**config.mk**
```make
export PLATFORM = sky130hd
export DESIGN_NAME = fnd_scan_ctrl
export DESIGN_NICKNAME = d
export VERILOG_FILES = /design/src/rtl/fnd_scan_ctrl.sv
export SDC_FILE = /design/constraint.sdc
export NUM_CORES = 1
export LEC_CHECK = 0
export ABC_AREA = 1
export CAP_MARGIN = 20
export CORE_ASPECT_RATIO = 1.1
export CORE_MARGIN = 3
export CORE_UTILIZATION = 60
export DETAILED_ROUTE_END_ITERATION = 8
export PLACE_DENSITY_LB_ADDON = 0.12
export SETUP_SLACK_MARGIN = 0.1
export SLEW_MARGIN = 15
export SYNTH_ARGS = -nofsm -noshare
export SYNTH_HDL_FRONTEND = slang
export SYNTH_SLANG_ARGS = --single-unit
export TNS_END_PERCENT = 50
```
**constraint.sdc**
```tcl
create_clock -name PCLK -period 6.86 [get_ports PCLK]
set_clock_uncertainty 0.05 [all_clocks]
set_input_delay 0.686 -clock PCLK [delete_from_list [all_inputs] [get_ports PCLK]]
set_output_delay 0.686 -clock PCLK [all_outputs]
set_load 0.03 [all_outputs]
```
**src/rtl/fnd_scan_ctrl.sv**
```systemverilog
// fnd_scan_ctrl
//   Time-multiplexed scan engine for a 4-digit FND. Each digit gets a slot of
//   DIV_CYCLES clocks: BLANK_CYCLES of forced-off dead time, then the digit is
//   lit. A new display value is held pending and only swapped in at a frame
//   boundary, so a frame never shows a mix of old and new digits.
//
//   state | meaning
//   ------+------------------------------------------------------------
//   IDLE  | scan_en low, display dark, digit 0 / counter 0 held
//   BLANK | first BLANK_CYCLES of a slot, display forced off
//   ON    | rest of the slot, current digit lit unless suppressed
//
// Ports
//   PCLK, PRESET : clock, synchronous active-high reset
//   scan_en      : run scanning (0 = idle, display off)
//   value_i      : 16-bit hex value, digit k = value_i[4k+3:4k]
//   value_valid  : one-cycle strobe capturing value_i
//   digit_en     : per-digit enable mask
//   lz_blank     : suppress leading zero digits (digit 0 never blanked)
//   fcr          : display enable
//   fmr          : one-hot digit select
//   fdr          : hex nibble of the current digit
//   digit_idx    : current digit index
//   frame_done   : one-cycle pulse following a frame boundary
//   pending      : a captured value is waiting for the next frame boundary
module fnd_scan_ctrl #(
  parameter int DIV_CYCLES   = 100000,
  parameter int BLANK_CYCLES = 1000
) (
  input  logic        PCLK,
  input  logic        PRESET,
  input  logic        scan_en,
  input  logic [15:0] value_i,
  input  logic        value_valid,
  input  logic [3:0]  digit_en,
  input  logic        lz_blank,
  output logic        fcr,
  output logic [3:0]  fmr,
  output logic [3:0]  fdr,
  output logic [1:0]  digit_idx,
  output logic        frame_done,
  output logic        pending
);

  localparam int CNT_W = (DIV_CYCLES > 1) ? $clog2(DIV_CYCLES) : 1;
  localparam logic [CNT_W-1:0] SLOT_LAST = CNT_W'(DIV_CYCLES - 1);
  localparam logic [CNT_W-1:0] BLANK_C   = CNT_W'(BLANK_CYCLES);

  typedef enum logic [1:0] {IDLE, BLANK, ON} state_t;

  state_t           state, state_nxt;
  logic [CNT_W-1:0] cnt, cnt_nxt;
  logic [1:0]       idx_nxt;
  logic [15:0]      cur_value, cur_nxt;
  logic [15:0]      pend_value, pend_nxt;
  logic             pending_nxt;
  logic             frame_done_nxt;
  logic [15:0]      cur_shifted;
  logic             suppress;
  logic             fcr_nxt;
  logic [3:0]       fmr_nxt;
  logic [3:0]       fdr_nxt;

  always_comb begin
    state_nxt      = state;
    cnt_nxt        = cnt;
    idx_nxt        = digit_idx;
    cur_nxt        = cur_value;
    pend_nxt       = pend_value;
    pending_nxt    = pending;
    frame_done_nxt = 1'b0;

    if (state == IDLE) begin
      cnt_nxt = '0;
      idx_nxt = 2'd0;
      // While idle a strobe is visible immediately; a value left pending by
      // a mid-frame stop is flushed here.
      if (value_valid) begin
        cur_nxt     = value_i;
        pending_nxt = 1'b0;
      end else if (pending) begin
        cur_nxt     = pend_value;
        pending_nxt = 1'b0;
      end
      if (scan_en) begin
        state_nxt = (BLANK_C != '0) ? BLANK : ON;
      end
    end else begin
      if (value_valid) begin
        pend_nxt    = value_i;
        pending_nxt = 1'b1;
      end
      if (!scan_en) begin
        state_nxt = IDLE;
        cnt_nxt   = '0;
        idx_nxt   = 2'd0;
      end else begin
        if (cnt == SLOT_LAST) begin
          cnt_nxt = '0;
          idx_nxt = digit_idx + 2'd1;
          if (digit_idx == 2'd3) begin
            frame_done_nxt = 1'b1;
            // A strobe landing on the boundary itself bypasses pend_value.
            if (value_valid) begin
              cur_nxt     = value_i;
              pending_nxt = 1'b0;
            end else if (pending) begin
              cur_nxt     = pend_value;
              pending_nxt = 1'b0;
            end
          end
        end else begin
          cnt_nxt = cnt + CNT_W'(1);
        end
        state_nxt = (cnt_nxt < BLANK_C) ? BLANK : ON;
      end
    end
  end

  // Display outputs are registered from next-state values so they line up
  // with the state they describe and never see a combinational input path.
  always_comb begin
    cur_shifted = cur_nxt >> {idx_nxt, 2'b00};
    suppress    = !digit_en[idx_nxt] ||
                  (lz_blank && (idx_nxt != 2'd0) && (cur_shifted == 16'h0000));
    fcr_nxt     = (state_nxt == ON) && !suppress;
    fmr_nxt     = fcr_nxt ? (4'b0001 << idx_nxt) : 4'b0000;
    fdr_nxt     = (state_nxt == IDLE) ? 4'h0 : cur_shifted[3:0];
  end

  always_ff @(posedge PCLK) begin
    if (PRESET) begin
      state      <= IDLE;
      cnt        <= '0;
      digit_idx  <= 2'd0;
      cur_value  <= 16'h0000;
      pend_value <= 16'h0000;
      pending    <= 1'b0;
      frame_done <= 1'b0;
      fcr        <= 1'b0;
      fmr        <= 4'b0000;
      fdr        <= 4'h0;
    end else begin
      state      <= state_nxt;
      cnt        <= cnt_nxt;
      digit_idx  <= idx_nxt;
      cur_value  <= cur_nxt;
      pend_value <= pend_nxt;
      pending    <= pending_nxt;
      frame_done <= frame_done_nxt;
      fcr        <= fcr_nxt;
      fmr        <= fmr_nxt;
      fdr        <= fdr_nxt;
    end
  end

endmodule

```
Yosys cells after proc, flatten, opt, wreduce, memory -nomap -nowiden --
Cells that the tools add are included.
Storage, ports and cells: flip-flop bits (word level) 64, output and inout port bits 13, word-level logic and storage cells 64
Operators by class: add/sub/neg operators 2, magnitude comparators 2, eq/ne operators 3, shifts and indexed selects 2, mux-type cells 25, bitwise operators 4, reduce and logical (&&, ||, !) cells 16
Operators with widths (number):
- 16-bit two-way mux | 6
- 17-bit two-way mux | 3
- 17-bit by 1-bit adder with 17-bit output (second input constant) | 1
- 17-bit equality test (second input constant) | 1
- 17-bit by 10-bit less-than comparator with 1-bit output (second input constant) | 1
- 16-bit zero test | 1
- 16-bit by 4-bit >> shifter with 16-bit output | 1
- 2-bit two-way mux | 7
- 1-bit two-way mux | 8
- 2-bit OR reduction | 3
- 2-bit equality test (second input constant) | 2
- 2-bit zero test | 2
- 1-bit NOT | 4
- 4-bit OR reduction | 1
- 1-bit by 2-bit left shift with 4-bit output (first input constant) | 1
- 1-bit logical AND | 3
- 2-bit by 3-bit less-than comparator with 1-bit output (second input constant) | 1
- 3-bit OR reduction | 1
- 2-bit by 1-bit adder with 2-bit output (second input constant) | 1
- 1-bit binary-select mux with 2-bit select | 1
- 1-bit zero test | 2
- 2-bit AND reduction | 1
- 2-bit nonzero test | 1
- 1-bit logical OR | 1

Logic depth before layout (Yosys ltp) --
Gate-level depths: netlist of run 1.
depth in word-level cells 14, mapped depth 18, mapped depth without buffers 18

Worst setup path before layout of run 1 --
Ideal clock, no wire load.
kind register -> register, start point register cnt[0], end point register fmr[0], data arrival time 1.994 ns, required time 6.695 ns, slack 4.701 ns, cell stages (with the launch flop) 18, buffers on the path 1, cell sequence dfxtp_1 ha_1 nand3_2 nor2_4 nand4_4 nand2_4 buf_8 nand2_2 nand2_2 nand2_1 nand2_1 nor2_1 nor3_2 nand2_1 nor2_1 nand2_1 nand2_1 nor2_1
On the way: longest elaborated chain between the ends 12, elaborated cells between the ends (all ways) 30
Ends and longest elaborated chain:
- from (decl) | line 52 | logic [CNT_W-1:0] cnt, cnt_nxt;
- from (signal assigned) | line 145 | cnt <= cnt_nxt;
- 17-bit by 1-bit adder with 17-bit output / 17-bit equality test (equally long branches) | line 113, 98
- 17-bit two-way mux (tied with other cells) | line 98 | if (cnt == SLOT_LAST) begin
- 17-bit two-way mux (tied with other cells) | line 93 | if (!scan_en) begin
- 17-bit two-way mux (tied with other cells) | line 73 | if (state == IDLE) begin
- 17-bit by 10-bit less-than comparator with 1-bit output (tied with other cells) | line 115 | state_nxt = (cnt_nxt < BLANK_C) ? BLANK : ON;
- 2-bit two-way mux (tied with other cells) | line 115
- 2-bit two-way mux (tied with other cells) | line 93
- 2-bit two-way mux / 1-bit logical OR (equally long branches) | line 73, 124
- 2-bit equality test / 1-bit zero test (equally long branches) | line 126 | fcr_nxt = (state_nxt == ON) && !suppress;
- 1-bit logical AND | line 126
- 1-bit NOT (no line)
- 2-bit OR reduction (no line)
- to (signal assigned) | line 152 | fmr <= fmr_nxt;
- to (decl) | line 38 | output logic [3:0] fmr,
Parallel ways exist; a longest one is shown, timed or not. The select of a mux whose other input is x is not followed. A chain may end at the register's enable or synchronous reset.

Worst setup path in the final report of run 1 --
start point input port value_valid, end point register pend_value[3]
On the way: longest elaborated chain between the ends 1
Ends and longest elaborated chain:
- from (decl) | line 34 | input logic value_valid,
- 2-bit AND reduction (no line)
- to (signal assigned) | line 148 | pend_value <= pend_nxt;
- to (decl) | line 55 | logic [15:0] pend_value, pend_nxt;
Every way passes these cells.

==> flow_summary.json, run 1 <==
{
  "status": "finished clean",
  "drtPass1Iterations": 4,
  "whs_endpoint": "pend_value[3]$_SDFFE_PP0P_",
  "antenna_found_initial": 0,
  "synth-xor-area-share": 0.01846,
  "ios": 38,
  "post_dp_cell_area_um2": 3697,
  "fin_setup_tns_ps": 0,
  "areaGrowthSynthToFinish_pct": 17.29,
  "dp_hpwl_mm": 5.596,
  "grtUsageTotal": 0.2595,
  "grt_start_max_net_pins": 32,
  "dieArea_um2": 6464,
  "path_clk_slew_ps": 60,
  "synth_area_um2": 3321,
  "h-tree-depth": 3,
  "synth_top_area_cell": "dfxtp_1",
  "yosys.area_share.simple": 0.3855,
  "synthTopCellsByArea": "dfxtp_1, nand2_1, nor2_1, inv_1, nand3_1",
  "fp.dieW_um": 76.93,
  "numCtsBuffers": 9,
  "hold_viol_final": 0,
  "synth_top_family_by_area": "simple AND/OR/NAND/NOR gates",
  "ff2ff_setup_slack_ps": 4180,
  "worst-setup-path-type": "input pin to flop",
  "synth_compound_area_frac": 0.1127,
  "first_global_vias": 3071,
  "synthAdderAreaFrac": 0.007536,
  "grt_pass1_wl_mm": 13.49,
  "cp_slowest_cell": "clkdlybuf4s50_1",
  "path_cells": "clkdlybuf4s50_1 > inv_1 > nor2_2 > inv_1 > o21ai_0 > a21oi_1",
  "cts_tree": "built",
  "tightest_slew_ps": 733.0,
  "muxShareOfSynthArea": 0,
  "worst_setup_path_start_kind": "input pin",
  "setup_violations": 0,
  "min_path_cells": 2,
  "r2r_start": "cnt[0]$_SDFF_PP0_",
  "via_count": 3138,
  "yosysUniqueCellTypes": 41,
  "synth_flop_cell": "dfxtp_1",
  "fillers": 426,
  "drive_gt1_frac": 0.1192,
  "cp-end-kind": "flop",
  "io_buffers": 37,
  "p_leak_nw": 1.618,
  "nNetsFinal": 543,
  "clk_path_buf_depth": 2,
  "drtIter0Drc": 173,
  "r2r-end": "fmr[0]$_SDFF_PP0_",
  "clock-root-buffer": "clkbuf_8",
  "hp-start": "pend_value[3]$_SDFFE_PP0P_",
  "drv_cap": 0,
  "worstPathRequired_ps": 7030,
  "cts_setup_buffers": 0,
  "chipHeight_um": 84.03,
  "finalCritPeriodShare": 0.4472,
  "yosysWarningCount": 0,
  "design_area_um2": 3895,
  "globalplace.congestion": 0.8882,
  "cp_max_fo": 23,
  "crit_top_cell": "inv_1",
  "ys_ff_latch": 64,
  "synthTopCellsByCount": "nand2_1, nor2_1, dfxtp_1, inv_1, nand3_1",
  "drc_errors": 0,
  "synth_nets": 509,
  "rsz0062_at_grt": "false",
  "fin_crit_ps": 3068,
  "yosysMostFrequentCell": "nand2_1",
  "synth_edf_count": 0,
  "slew_headroom": 0.5098,
  "critical-path-max-stage-delay_ps": 950,
  "ctsHoldBuffers": 0,
  "fin_util": 0.7536,
  "hold_class": "flop to flop",
  "wl_per_cell_um": 13.02,
  "drt-total-wl_mm": 7.708,
  "drv_slew": 0,
  "clk_latency_ps": 350,
  "netlist_instances": 482,
  "avgViaCountPerCell": 5.301,
  "power_density_nw_per_um2": 207.1,
  "irDropWorstVdd_mv": 0.1628,
  "antenna_left": 0,
  "max_freq_mhz": 326.0,
  "coreArea_um2": 5169,
  "r2r_cells": 14,
  "cp_data_arrival_time_ps": 3240,
  "cts_sinks": 64,
  "synth.top_cell.area_share": 0.3858,
  "postSynthAreaPerCell_um2": 6.889,
  "cts_resized": 0,
  "initial_core_util": 0.6425,
  "grt.overflow.total": 0,
  "num_rows": 27,
  "ys_seq_area_frac": 0.3858,
  "diodes": 0,
  "synthArstFlopShare": 0
}
-- layout make-up --
cell class | instances | area (µm²) | area share
tap | 72 | 90.09 | 0.02313
clock inverter | 5 | 57.56 | 0.01478
inverter | 55 | 207.7 | 0.05332
timing repair buffer | 38 | 377.9 | 0.09701
sequential | 64 | 1281 | 0.3289
multi-input combinational | 348 | 1743 | 0.4475
clock buffer | 10 | 137.6 | 0.03534
-- flip-flops by register name (all words and copies together) (netlist names) --
| register | flops |
|---|---|
| cnt | 17 |
| cur_value | 16 |
| digit_idx | 2 |
| fcr | 1 |
| fdr | 4 |
| fmr | 4 |
| frame_done | 1 |
| pend_value | 16 |
| pending | 1 |
| state | 2 |
-- placed cells by master, fill, tap and decap left out, types with 2 or more instances in the layout --
cell               n
a211oi_1           6
o211ai_1           2
nor3_2             2
nor2_1            87
nor2_4             3
nor2_2             6
nand3b_1           3
nand4_1            8
clkbuf_8          10
nand3_1           32
xor2_1             7
a31oi_1            2
clkinv_2           2
o21ai_0           26
dfxtp_1           64
nand2_2           11
clkdlybuf4s50_1   37
inv_1             46
or2_2              3
ha_1               2
inv_2              6
nand2_1          104
nor3_1             7
o21ai_2            6
nand3_2            4
a21oi_1           15
clkinvlp_4         3
clkinv_1           2
-- critical path, delay by kind of cell --
family	cells	cell delay (ps)
AND/OR/NAND/NOR	1	610
buffers and inverters	3	1650
AO/OA/AOI/OAI	2	290
-- kinds of logic (layout without fill, tap and decap cells) --
logic type	count (synthesis)	after routing
AOI/OAI and AO/OA	63	63
and+or+nand+nor	276	276
buffers and inverters	70	108
xor gates and xnor gates	7	7
DFF	64	64
adders and majority gates	2	2
-- metrics by stage --
stage,std cells,setup WS (ps),hold WS (ps),total power [mW]
floorplan,482,4701,367.6,0.4615
global placement,577,3175,383.1,0.4907
detailed placement,577,3067,396.9,0.4927
CTS,592,3376,409.2,0.8092
global route,592,3464,443.4,0.8391
finish,592,3792,406.3,0.8068
-- routing by layer --
layer	global-route usage	vias up	wire [µm]
met2	0.4525	82	3899
met3	0.06479	18	351
met4	0.1038	0	174
met1	0.3013	1428	3284
met5	0	-	0
li1	-	1610	-
-- power breakdown --
part	switching [mW]	total, mW	internal [mW]
clock	0.147	0.321	0.175
combinational	0.0552	0.0931	0.0379
sequential	0.00667	0.392	0.386
-- worst max path at each step --
stage / startpoint / to / cells after the start
2_1_floorplan: cnt[0]$_SDFF_PP0_ / fmr[0]$_SDFF_PP0_ / 17
3_3_place_gp: value_valid / pend_value[3]$_SDFFE_PP0P_ / 6
3_5_place_dp: value_valid / pend_value[3]$_SDFFE_PP0P_ / 6
4_1_cts: value_valid / pend_value[3]$_SDFFE_PP0P_ / 6
5_1_grt: value_valid / pend_value[2]$_SDFFE_PP0P_ / 5
6_report: value_valid / pend_value[3]$_SDFFE_PP0P_ / 6
No activity file was read; power rests on OpenSTA's default activity.
==> run 2: changes to the inputs <==
CORE_UTILIZATION = 56   (was 60)
clock period = 2.83 ns   (was 6.86 ns; I/O delays follow)
==> run 2 against run 1 <==
Register-to-register slack lost 3900 ps. Sequential power increased by 140%. Die area rose by 6.6%. Global-route usage down 0.44 points. Total power grew 150%. Hold slack lost 8.2 ps. First-iteration DRC count increased by 11%. Critical path type is now flop to flop. Largest power group unchanged.
==> flow_summary.json, run 2 (same netlist as run 1, synthesis figures left out) <==
{
  "clk_latency_ps": 360,
  "drtPass1Iterations": 5,
  "drt-total-wl_mm": 8.207,
  "areaGrowthSynthToFinish_pct": 21.36,
  "p_leak_nw": 1.681,
  "clk_path_buf_depth": 2,
  "slew_headroom": 0.7287,
  "wl_per_cell_um": 13.59,
  "grtUsageTotal": 0.2551,
  "reg_top3": "cnt (17), cur_value (16), pend_value (16)",
  "chipHeight_um": 86.77,
  "path_clk_slew_ps": 70,
  "regMostFlops": "cnt",
  "initial_core_util": 0.5961,
  "clock-root-buffer": "clkbuf_8",
  "power_density_nw_per_um2": 494.0,
  "numCtsBuffers": 9,
  "cts_sinks": 64,
  "dp_hpwl_mm": 5.863,
  "status": "finished clean",
  "worstPathRequired_ps": 3060,
  "diodes": 0,
  "fp.dieW_um": 79.42,
  "irDropWorstVdd_mv": 0.3863,
  "setup_ws_ps": 317.1,
  "finalCritPeriodShare": 0.8880,
  "ios": 38,
  "finalPower_mw": 1.991,
  "grt.overflow.total": 0,
  "tightest_slew_ps": 402.7,
  "cts_tree": "built",
  "design_area_um2": 4030,
  "fin_util": 0.7235,
  "nNetsFinal": 551,
  "grt_pass1_wl_mm": 13.73,
  "grt_start_max_net_pins": 31,
  "dp_slack_ps": 206.4,
  "fillers": 464,
  "via_count": 3235,
  "dieArea_um2": 6891,
  "drv_cap": 0,
  "drc_errors": 0,
  "max_freq_mhz": 397.9,
  "globalplace.congestion": 0.8948,
  "post_dp_cell_area_um2": 3724,
  "fin_setup_tns_ps": 0,
  "num_rows": 28,
  "first_global_vias": 3098,
  "worst_setup_path_start_kind": "flop",
  "final_common_cell": "nand2_1",
  "final_cell_mix": "nand2_1, nor2_1, dfxtp_1",
  "cp-end-kind": "flop",
  "cp_max_fo": 7,
  "h-tree-depth": 3,
  "antenna_found_initial": 0,
  "rsz0062_at_grt": "false",
  "hold_viol_final": 0,
  "ctsHoldBuffers": 0,
  "antenna_left": 0,
  "coreArea_um2": 5570,
  "largest_reg_flops": 17,
  "drtIter0Drc": 192,
  "worst-setup-path-type": "flop to flop",
  "fin_crit_ps": 2513,
  "hold_class": "flop to flop",
  "cp_data_arrival_time_ps": 2750,
  "avgViaCountPerCell": 5.356,
  "drive_gt1_frac": 0.1323,
  "drv_slew": 0,
  "setup_violations": 0,
  "io_buffers": 37
}
## run 2: changes by cell type in the layout (fill, tap and decap cells not counted), moves of 2 or more
cell | before | now
nand3_4 | 1 | 3
inv_4 | 0 | 2
buf_12 | 0 | 2
nand3_2 | 4 | 2
clkbuf_1 | 0 | 2
buf_4 | 1 | 6
clkinvlp_4 | 3 | 0
nand2_8 | 0 | 2
## run 2: cell type report
type                    instances  area, µm²  area share
multi-input cells             349       1789      0.4440
flip-flops and latches         64       1281      0.3179
repair buffers                 45      455.4      0.1130
inverters                      55      211.5     0.05247
clock buffers                  13      158.9     0.03943
well taps                      75      93.84     0.02328
clock inverters                 3      40.04    0.009935
## run 2: worst max-delay path, cell delays in order, from the launching register on
cell and delay (ps):
dfxtp_1 360, ha_2 220, nand3_2 140, nor2_4 250
nand4_4 180, buf_12 190, buf_4 130, nand3_1 60
nand2_1 100, nand2_1 100, nand2_1 70, nor2_1 150
nor3_2 70, nand2_1 60, nor2_1 40, nand2_1 80
nand3_1 100, nor2_1 110
## run 2: layer usage
layer | routed length, µm | vias up | GRT usage | part of all wire
met5 | 0 | - | 0 | 0
met1 | 3347 | 1493 | 0.2861 | 0.41
met4 | 184 | 0 | 0.1203 | 0.022
met3 | 384 | 13 | 0.06549 | 0.047
met2 | 4289 | 98 | 0.4480 | 0.52
li1 | - | 1631 | - | -
## run 2: timing repair
item | 4_1_cts | 5_1_grt
setup buffers | 0 | 4
resized for setup | 0 | 9
endpoints found under the setup margin | 0 | 5
## run 2: path summary, 6_finish.rpt
check	start	endpoint	slack (ps)	cells past startpoint
worst min register to register	pend_value[3]$_SDFFE_PP0P_	pend_value[3]$_SDFFE_PP0P_	400	2
worst max-delay path	cnt[0]$_SDFF_PP0_	fmr[3]$_SDFF_PP0_	320	17
worst max register to register	cnt[0]$_SDFF_PP0_	fmr[3]$_SDFF_PP0_	320	17
worst min-delay path	pend_value[3]$_SDFFE_PP0P_	pend_value[3]$_SDFFE_PP0P_	400	2
## run 2: report_power, final
part	leakage, nW	internal [mW]	switching [mW]
clock	0.103	0.453	0.353
sequential	0.522	0.935	0.0153
combinational	1.06	0.0951	0.140
total	1.68	1.48	0.508
## run 2: per-stage QoR
step,hold WS [ps],cells
finish,398.2,604
global route,429.3,604
CTS,402.0,599
detailed placement,386.7,583
global placement,379.8,583
floorplan,367.6,482
